$ cat src/rtl/pulse_seq_ctrl.sv
// pulse_seq_ctrl: multi-channel transducer pulse sequencer.
// Each enabled channel runs TX -> DELAY -> ACQ -> HOLD with lengths latched at
// start; zero-length phases are skipped. ch_done/seq_done strobe in the cycle
// after a channel's final phase cycle, overlapping the next channel's first cycle.
// Optional macro PULSE_SEQ_LOOP_EN: repeat the sequence until abort or reset.
// state_dbg exposes the FSM state register for checkers.
module pulse_seq_ctrl #(
    parameter int NUM_CH = 4,
    parameter int CNT_W  = 14
) (
    input  logic                      clk,
    input  logic                      reset,
    input  logic                      start,
    input  logic                      abort,
    input  logic [NUM_CH-1:0]         ch_mask,
    input  logic [CNT_W-1:0]          tx_width,
    input  logic [CNT_W-1:0]          delay,
    input  logic [CNT_W-1:0]          win_len,
    input  logic [CNT_W-1:0]          holdoff,
    output logic                      busy,
    output logic                      tx_pulse,
    output logic                      acq_win,
    output logic [$clog2(NUM_CH)-1:0] ch_sel,
    output logic                      ch_done,
    output logic                      seq_done,
    output logic [2:0]                state_dbg
);

    localparam int CH_W = $clog2(NUM_CH);

    typedef enum logic [2:0] {
        IDLE  = 3'd0,
        TX    = 3'd1,
        DELAY = 3'd2,
        ACQ   = 3'd3,
        HOLD  = 3'd4
    } state_t;

    state_t             state, nxt_state, entry;
    logic [CNT_W-1:0]   cnt, nxt_cnt, cur_len;
    logic [CH_W-1:0]    nxt_ch;
    logic [CH_W:0]      found;
    logic               nxt_ch_done, nxt_seq_done, load_cfg;
    logic [NUM_CH-1:0]  mask_q;
    logic [CNT_W-1:0]   tx_q, dl_q, wl_q, hl_q;

    // First phase at or after position 'from' (1=TX..4=HOLD) with nonzero
    // length; IDLE means no phase remains for the current channel.
    function automatic state_t first_phase(input int from,
                                           input logic [CNT_W-1:0] t,
                                           input logic [CNT_W-1:0] d,
                                           input logic [CNT_W-1:0] w,
                                           input logic [CNT_W-1:0] h);
        state_t r;
        if (from <= 1 && t != '0)      r = TX;
        else if (from <= 2 && d != '0) r = DELAY;
        else if (from <= 3 && w != '0) r = ACQ;
        else if (from <= 4 && h != '0) r = HOLD;
        else                           r = IDLE;
        return r;
    endfunction

    // Lowest set mask bit above index 'after'; MSB of result is the found flag.
    function automatic logic [CH_W:0] find_ch(input logic [NUM_CH-1:0] m,
                                              input int after);
        logic [CH_W:0] r;
        r = '0;
        for (int k = NUM_CH - 1; k >= 0; k--) begin
            if (m[k] && k > after) r = {1'b1, CH_W'(k)};
        end
        return r;
    endfunction

    assign state_dbg = state;

    // Next-state, counter, channel and strobe decode.
    always_comb begin
        nxt_state    = state;
        nxt_cnt      = cnt;
        nxt_ch       = ch_sel;
        nxt_ch_done  = 1'b0;
        nxt_seq_done = 1'b0;
        load_cfg     = 1'b0;
        entry        = IDLE;
        found        = '0;
        case (state)
            TX:      cur_len = tx_q;
            DELAY:   cur_len = dl_q;
            ACQ:     cur_len = wl_q;
            HOLD:    cur_len = hl_q;
            default: cur_len = '0;
        endcase

        if (state == IDLE) begin
            if (start && ch_mask != '0) begin
                load_cfg = 1'b1;
                found    = find_ch(ch_mask, -1);
                nxt_ch   = found[CH_W-1:0];
                entry    = first_phase(1, tx_width, delay, win_len, holdoff);
                if (entry == IDLE) begin
                    // Every phase is zero length: the sequence completes at once.
                    nxt_ch_done  = 1'b1;
                    nxt_seq_done = 1'b1;
                    nxt_ch       = '0;
                    nxt_cnt      = '0;
                end else begin
                    nxt_state = entry;
                    nxt_cnt   = CNT_W'(1);
                end
            end
        end else if (cnt == cur_len) begin
            entry = first_phase(int'(state) + 1, tx_q, dl_q, wl_q, hl_q);
            if (entry != IDLE) begin
                nxt_state = entry;
                nxt_cnt   = CNT_W'(1);
            end else begin
                // Channel complete; every channel starts at the same first phase.
                nxt_ch_done = 1'b1;
                entry       = first_phase(1, tx_q, dl_q, wl_q, hl_q);
                found       = find_ch(mask_q, int'(ch_sel));
                if (found[CH_W]) begin
                    nxt_ch    = found[CH_W-1:0];
                    nxt_state = entry;
                    nxt_cnt   = CNT_W'(1);
                end else begin
                    nxt_seq_done = 1'b1;
`ifdef PULSE_SEQ_LOOP_EN
                    found     = find_ch(mask_q, -1);
                    nxt_ch    = found[CH_W-1:0];
                    nxt_state = entry;
                    nxt_cnt   = CNT_W'(1);
`else
                    nxt_state = IDLE;
                    nxt_cnt   = '0;
                    nxt_ch    = '0;
`endif
                end
            end
        end else begin
            nxt_cnt = cnt + 1'b1;
        end

        // Abort wins over everything except reset, including a same-cycle start.
        if (abort) begin
            nxt_state    = IDLE;
            nxt_cnt      = '0;
            nxt_ch       = '0;
            nxt_ch_done  = 1'b0;
            nxt_seq_done = 1'b0;
            load_cfg     = 1'b0;
        end
    end

    // State register and registered outputs decoded from the next state.
    always_ff @(posedge clk) begin
        if (!reset) begin
            state    <= IDLE;
            cnt      <= '0;
            ch_sel   <= '0;
            busy     <= 1'b0;
            tx_pulse <= 1'b0;
            acq_win  <= 1'b0;
            ch_done  <= 1'b0;
            seq_done <= 1'b0;
        end else begin
            state    <= nxt_state;
            cnt      <= nxt_cnt;
            ch_sel   <= nxt_ch;
            busy     <= (nxt_state != IDLE);
            tx_pulse <= (nxt_state == TX);
            acq_win  <= (nxt_state == ACQ);
            ch_done  <= nxt_ch_done;
            seq_done <= nxt_seq_done;
        end
    end

    // Configuration captured only on an accepted start.
    always_ff @(posedge clk) begin
        if (!reset) begin
            mask_q <= '0;
            tx_q   <= '0;
            dl_q   <= '0;
            wl_q   <= '0;
            hl_q   <= '0;
        end else if (load_cfg) begin
            mask_q <= ch_mask;
            tx_q   <= tx_width;
            dl_q   <= delay;
            wl_q   <= win_len;
            hl_q   <= holdoff;
        end
    end

endmodule

$ cat config.mk
export PLATFORM = sky130hd
export DESIGN_NAME = pulse_seq_ctrl
export DESIGN_NICKNAME = d
export VERILOG_FILES = /design/src/rtl/pulse_seq_ctrl.sv
export SDC_FILE = /design/constraint.sdc
export NUM_CORES = 1
export LEC_CHECK = 0
export CORE_MARGIN = 8
export CORE_UTILIZATION = 48
export DETAILED_ROUTE_END_ITERATION = 8
export GPL_ROUTABILITY_DRIVEN = 0
export PLACE_DENSITY = 0.86
export SLEW_MARGIN = 20
export SYNTH_ARGS = -nofsm -noshare
export SYNTH_HDL_FRONTEND = slang
export SYNTH_SLANG_ARGS = --single-unit
$ cat constraint.sdc
create_clock -name clk -period 2.6 [get_ports clk]
set_input_delay 0.39 -clock clk [delete_from_list [all_inputs] [get_ports clk]]
set_output_delay 0.39 -clock clk [all_outputs]
set_load 0.05 [all_outputs]
* Word-level counts from Yosys, hierarchy flattened
Index checks and enable logic that the tools add are counted.
** Storage, ports and cells
- Flip-flop bits (word level) :: 84
- Output and inout bits :: 10
- Input port bits :: 64
- Word-level logic and storage cells :: 114
** Cells by class
- Equality and inequality tests :: 9
- Muxes and demuxes :: 58
- Reductions and logical operators :: 24
- Order comparisons :: 7
- Bitwise gates (word level) :: 1
- Add/subtract/negate cells :: 2
** Operator list (count)
- $reduce_bool A14 Y1 :: 8
- $mux W3 :: 29
- $pmux W14 S4 :: 1
- $mux W14 :: 3
- $mux W2 :: 10
- $mux W1 :: 15
- $add A14 B1 Y14 const B :: 1
- $eq A14 B14 Y1 :: 1
- $eq A3 B2 Y1 const B :: 3
- $le A4 B2 Y1 const B :: 2
- $logic_and A1 B1 Y1 :: 8
- $eq A3 B1 Y1 const B :: 2
- $logic_not A3 Y1 :: 2
- $reduce_bool A3 Y1 :: 2
- $add A3 B1 Y4 const B :: 1
- $gt A2 B2 Y1 const A :: 2
- $le A4 B1 Y1 const B :: 1
- $le A4 B3 Y1 const B :: 1
- $reduce_bool A4 Y1 :: 1
- $eq A3 B3 Y1 const B :: 1
- $reduce_and A3 Y1 :: 1
- $gt A1 B2 Y1 const A :: 1
- $ne A2 B1 Y1 const B :: 1
- $ne A2 B2 Y1 const B :: 1
- 3 further kinds :: 3

* Longest topological paths before layout
- Word-level depth :: 19
- Gate-level depth with buffers :: 14
- Mapped depth without buffers :: 10

* Worst setup path before layout
No wires, ideal clock.
- Kind :: flip-flop to flip-flop
- Start :: reg state[1], in the netlist state_dbg[1]
- End :: reg tx_pulse
- Arrival :: 3.082 ns
- Data required time :: 2.483 ns
- Path buffers :: 1
- Setup slack :: -0.599 ns
- Stages on the path, launching flop included :: 11
- Setup time :: 0.117 ns
- Period minus slack after synthesis :: 3.199 ns
- Cell sequence :: dfxtp_1 > ha_1 > ha_1 > clkbuf_1 > a22oi_1 > and3_1 > nor4_1 > nand4_1 > o31a_1 > a211o_1 > and4b_1
** On the way
- Word-level cells in the longest chain between the ends :: 15
** Ends and longest elaborated chain
- from (decl) :: RTL line 39 : state_t state, nxt_state, entry;
- from (signal assigned) :: RTL line 166 : state <= nxt_state;
- $add A3 B1 Y4 :: RTL line 112 : entry = first_phase(int'(state) + 1, tx_q, dl_q, wl_q, hl_q);
- $le A4 B3 Y1 :: RTL line 58 : else if (from <= 4 && h != '0) r = HOLD;
- $logic_and A1 B1 Y1 :: RTL line 58
- $mux W3 :: RTL line 58
- $mux W3 :: RTL line 57 : else if (from <= 3 && w != '0) r = ACQ;
- $mux W3 :: RTL line 56 : else if (from <= 2 && d != '0) r = DELAY;
- $mux W3 :: RTL line 55 : if (from <= 1 && t != '0) r = TX;
- $mux W3 :: RTL line 111 : end else if (cnt == cur_len) begin
- $mux W3 :: RTL line 94 : if (state == IDLE) begin
- $reduce_bool A3 Y1 :: RTL line 113 : if (entry != IDLE) begin
- $mux W3 :: RTL line 113
- $mux W3 :: RTL line 111
- $mux W3 * :: RTL line 94
- $mux W3 * :: RTL line 144 : if (abort) begin
- $eq A3 B1 Y1 * :: RTL line 170 : tx_pulse <= (nxt_state == TX);
- to (signal assigned) :: RTL line 170
- to (decl) :: RTL line 21 : output logic tx_pulse,
Every way passes the cells marked *; elsewhere a longest branch is shown, timed or not. The select of a mux whose other input is x is not followed.
A chain may end at the register's enable or synchronous reset.

* Worst setup path after layout
- Start :: reg state[0], in the netlist state_dbg[0]
- End :: reg busy
** On the way
- Word-level cells in the longest chain between the ends :: 15
** Ends and longest elaborated chain
- $add A3 B1 Y4 :: RTL line 112
- $le A4 B3 Y1 :: RTL line 58
- $logic_and A1 B1 Y1 :: RTL line 58
- $mux W3 :: RTL line 58
- $mux W3 :: RTL line 57
- $mux W3 :: RTL line 56
- $mux W3 :: RTL line 55
- $mux W3 :: RTL line 111
- $mux W3 :: RTL line 94
- $reduce_bool A3 Y1 :: RTL line 113
- $mux W3 :: RTL line 113
- $mux W3 :: RTL line 111
- $mux W3 * :: RTL line 94
- $mux W3 * :: RTL line 144
- $reduce_bool A3 Y1 * :: RTL line 169 : busy <= (nxt_state != IDLE);
- to (signal assigned) :: RTL line 169
- to (decl) :: RTL line 20 : output logic busy,
Marks and branches as above.

==> results.py <==
metrics = {
    "clock_network": {
        "h-tree-depth": 3,
        "cts.path.max_buffers": 2,
        "cts_tree": "built",
        "clkSlewWorstSetupHoldPaths_ns": 0.09,
        "clockRootBuffer": "clkbuf_8",
        "clock-sinks": 83,
        "postCtsHoldBufs": 0,
        "clk_latency_ns": 0.37,
        "numCtsBuffers": 9,
    },
    "detailed_routing": {
        "drcViolationCount": 0,
        "drtIter0Drc": 705,
        "dr.pass1.iters": 6,
        "avgViaCountPerCell": 6.58,
        "finalWirelength_mm": 16.3,
        "drtAntennaViolNets": 0,
        "wl_per_cell_um": 20.4,
        "via_count": 5238,
    },
    "cells_and_area": {
        "drive_above_1_share": 0.193,
        "syn_to_final_growth_pct": 41.9,
        "nets": 750,
        "fin_cells": 796,
        "nFillCells": 669,
        "finish.utilization": 0.693,
        "diodes": 0,
        "fin_area_um2": 6310,
    },
    "setup_path": {
        "crit_required_ns": 2.86,
        "cp-end-kind": "flip-flop",
        "max_stage_delay_ns": 0.38,
        "regToRegSetupSlack_ns": -0.29,
        "slowest_stage": "dfxtp_4",
        "rr_startpoint": "state_dbg[0]$_SDFF_PN0_",
        "cpLargestDelayFamily": "compound AO/OA/AOI/OAI gates",
        "worst-setup-path-type": "flip-flop to flip-flop",
        "reg2regPathDepth": 13,
        "path_buf_inv": 3,
        "crit_arrival_ns": 3.15,
        "crit_chain": "ha_4, ha_4, buf_4, a32oi_1, o21ai_1, xor2_1, a221oi_4, buf_4, nand4bb_4, buf_6, o21ai_2, a311oi_2, a221o_1",
        "r2r_end": "busy$_SDFF_PN0_",
        "start_kind": "flip-flop",
        "cp_max_fo": 6,
    },
    "yosys": {
        "yosys.area.top_type_share": 0.374,
        "syn_area_um2": 4450,
        "synth_cell_types": 58,
        "synth.avg_cell_area_um2": 7.80,
        "syn-num-nets": 640,
        "synth_warnings": 0,
        "yosysTopAreaCell": "dfxtp_1",
        "synth_commonest_cells": "nand2_1, dfxtp_1, a21boi_0",
        "ys_seq_area_frac": 0.374,
        "yosysMostFrequentCell": "nand2_1",
        "postSynthRegisterBits": 83,
        "synthFlopType": "dfxtp_1",
        "synth-edff-count": 0,
        "async_flop_share": 0,
        "synthCells": 570,
        "synth_area_leaders": "dfxtp_1, nand2_1, a21boi_0, nor4_1, a21oi_1",
    },
    "place": {
        "post-place-ws_ns": -0.298,
        "io_buffer_count": 73,
        "dp_cells": 761,
        "dp_hpwl_mm": 10.6,
        "placed_area_um2": 5590,
    },
    "floorplan": {
        "fp.coreArea_um2": 9110,
        "die_height_um": 112,
        "ios": 74,
        "die_area_um2": 12600,
        "rows": 35,
        "die_w_um": 112,
        "start_util": 0.488,
    },
    "pwr": {
        "peakVddDrop_uv": 307,
        "power_density_nw_per_um2": 519,
        "leakagePower_nw": 2.23,
        "p_total_mw": 3.27,
    },
    "sta": {
        "slew_headroom": 0.627,
        "finClkSkew_ns": 0.0138,
        "worst_pin_slew_ns": 0.560,
        "final.setup.worst_slack_ns": -0.293,
        "hold_violations": 0,
        "slew_viol_final": 0,
        "fin_crit_ns": 2.89,
        "rsz0062_at_grt": "true",
        "fmax_ghz": 0.346,
        "finalSetupViolCount": 17,
        "finalCritPeriodShare": 1.11,
    },
    "global_routing": {
        "grt_pass1_wl_mm": 22.3,
        "grt_usage": 0.217,
        "overflow": 0,
        "antenna_found_initial": 0,
        "grt_max_degree": 60,
        "grt_pass1_vias": 4620,
    },
    "outcome": {
        "status": "finished, violations left",
        "violations": "setup timing",
    },
    "hold_path": {
        "hold_path_startpoint": "mask_q[1]$_SDFFE_PN0P_",
        "hold_path_depth": 2,
        "hp-class": "flip-flop to flip-flop",
        "worstHoldEndpoint": "mask_q[1]$_SDFFE_PN0P_",
    },
    "run": {
        "maxCapViolations": 0,
    },
}
[how the worst max path moves through the flow]
stage | cells past startpoint | startpoint | slack (ns) | end
final | 13 | state_dbg[0]$_SDFF_PN0_ | -0.29 | busy$_SDFF_PN0_
after global routing | 10 | state_dbg[1]$_SDFF_PN0_ | -0.37 | tx_pulse$_SDFF_PN0_
after CTS | 9 | state_dbg[1]$_SDFF_PN0_ | -0.21 | tx_pulse$_SDFF_PN0_
after detailed placement | 11 | state_dbg[0]$_SDFF_PN0_ | -0.30 | busy$_SDFF_PN0_
after global placement | 11 | state_dbg[0]$_SDFF_PN0_ | -0.18 | busy$_SDFF_PN0_
after floorplan | 10 | state_dbg[0]$_SDFF_PN0_ | -0.12 | tx_pulse$_SDFF_PN0_
[cell type report]
type | instances | area, µm² | area share
Clock inverter | 5 | 56.3 | 0.00892
Multi-Input combinational cell | 452 | 3030 | 0.480
Sequential cell | 83 | 1670 | 0.265
Clock buffer | 11 | 163 | 0.0258
Tap cell | 111 | 139 | 0.0220
Timing Repair Buffer | 128 | 1220 | 0.193
Inverter | 6 | 30.0 | 0.00476
[flip-flops by register name, indices dropped and copies added (netlist names)]
| name | count |
|---|---|
| busy | 1 |
| ch_sel | 2 |
| hl_q | 14 |
| wl_q | 14 |
| mask_q | 3 |
| tx_pulse | 1 |
| acq_win | 1 |
| dl_q | 14 |
| cnt | 14 |
| ch_done | 1 |
| state_dbg | 3 |
| tx_q | 14 |
| seq_done | 1 |
[power breakdown]
part / switching (mW) / leakage, nW / internal (mW) / total (mW)
logic: 0.475 / 1.44 / 0.389 / 0.863
registers: 0.0732 / 0.678 / 1.33 / 1.40
clock network: 0.477 / 0.111 / 0.528 / 1.00
total: 1.02 / 2.23 / 2.25 / 3.27
[cells in the final DEF, fill, tap and decap left out, drive strengths merged, types with 3 or more instances in the layout]
master,Yosys,routed
buf,8,54
clkdlybuf4s50,0,73
nor4,30,30
inv,6,7
nand4,9,9
a31oi,9,9
nor3,5,5
a221oi,4,4
clkbuf,24,12
nand2,137,137
a21oi,25,27
o41ai,3,3
nand3,15,15
o21ai,15,15
ha,6,6
o31ai,3,3
nor2b,6,7
nor2,25,25
a211oi,4,4
a22oi,12,12
dfxtp,83,83
a311oi,11,11
and4,5,5
and2,4,4
and3,18,18
a21boi,60,60
xnor2,4,4
nand2b,11,11
or3,4,4
[layer usage]
layer  vias up  share of wire  GRT usage
met5         -              0          0
met4         0          0.060      0.112
met3       106           0.10     0.0413
met2       353           0.48      0.363
met1      2471           0.36      0.258
li1       2308              -          -
[metrics by stage]
step / setup TNS (ns) / hold slack (ns)
6_report: -3.23 / 0.487
5_1_grt: -5.92 / 0.518
4_1_cts: -2.38 / 0.489
3_5_place_dp: -4.05 / 0.475
3_3_place_gp: -1.84 / 0.456
2_1_floorplan: -0.363 / 0.444
[cell families after synthesis]
kind of cell,synth area share
simple gates,0.298
compound gates,0.264
flops,0.374
buf+inv,0.0357
xor+xnor,0.0118
fa+ha+maj,0.0169
[worst min-delay path: cells and delay by family (launching register included)]
| kind | cells | cell delay, ns |
|---|---|---|
| compound gates | 1 | 0.07 |
| flops | 1 | 0.32 |
| simple gates | 1 | 0.05 |
[what timing repair did]
action / 4_1_cts / 5_1_grt
cloned: 0 / 4
resized for setup: 5 / 56
setup endpoints to repair: 24 / 24
pin swaps: 11 / 30
setup buffers: 2 / 14
No activity file was read; power rests on OpenSTA's default activity.
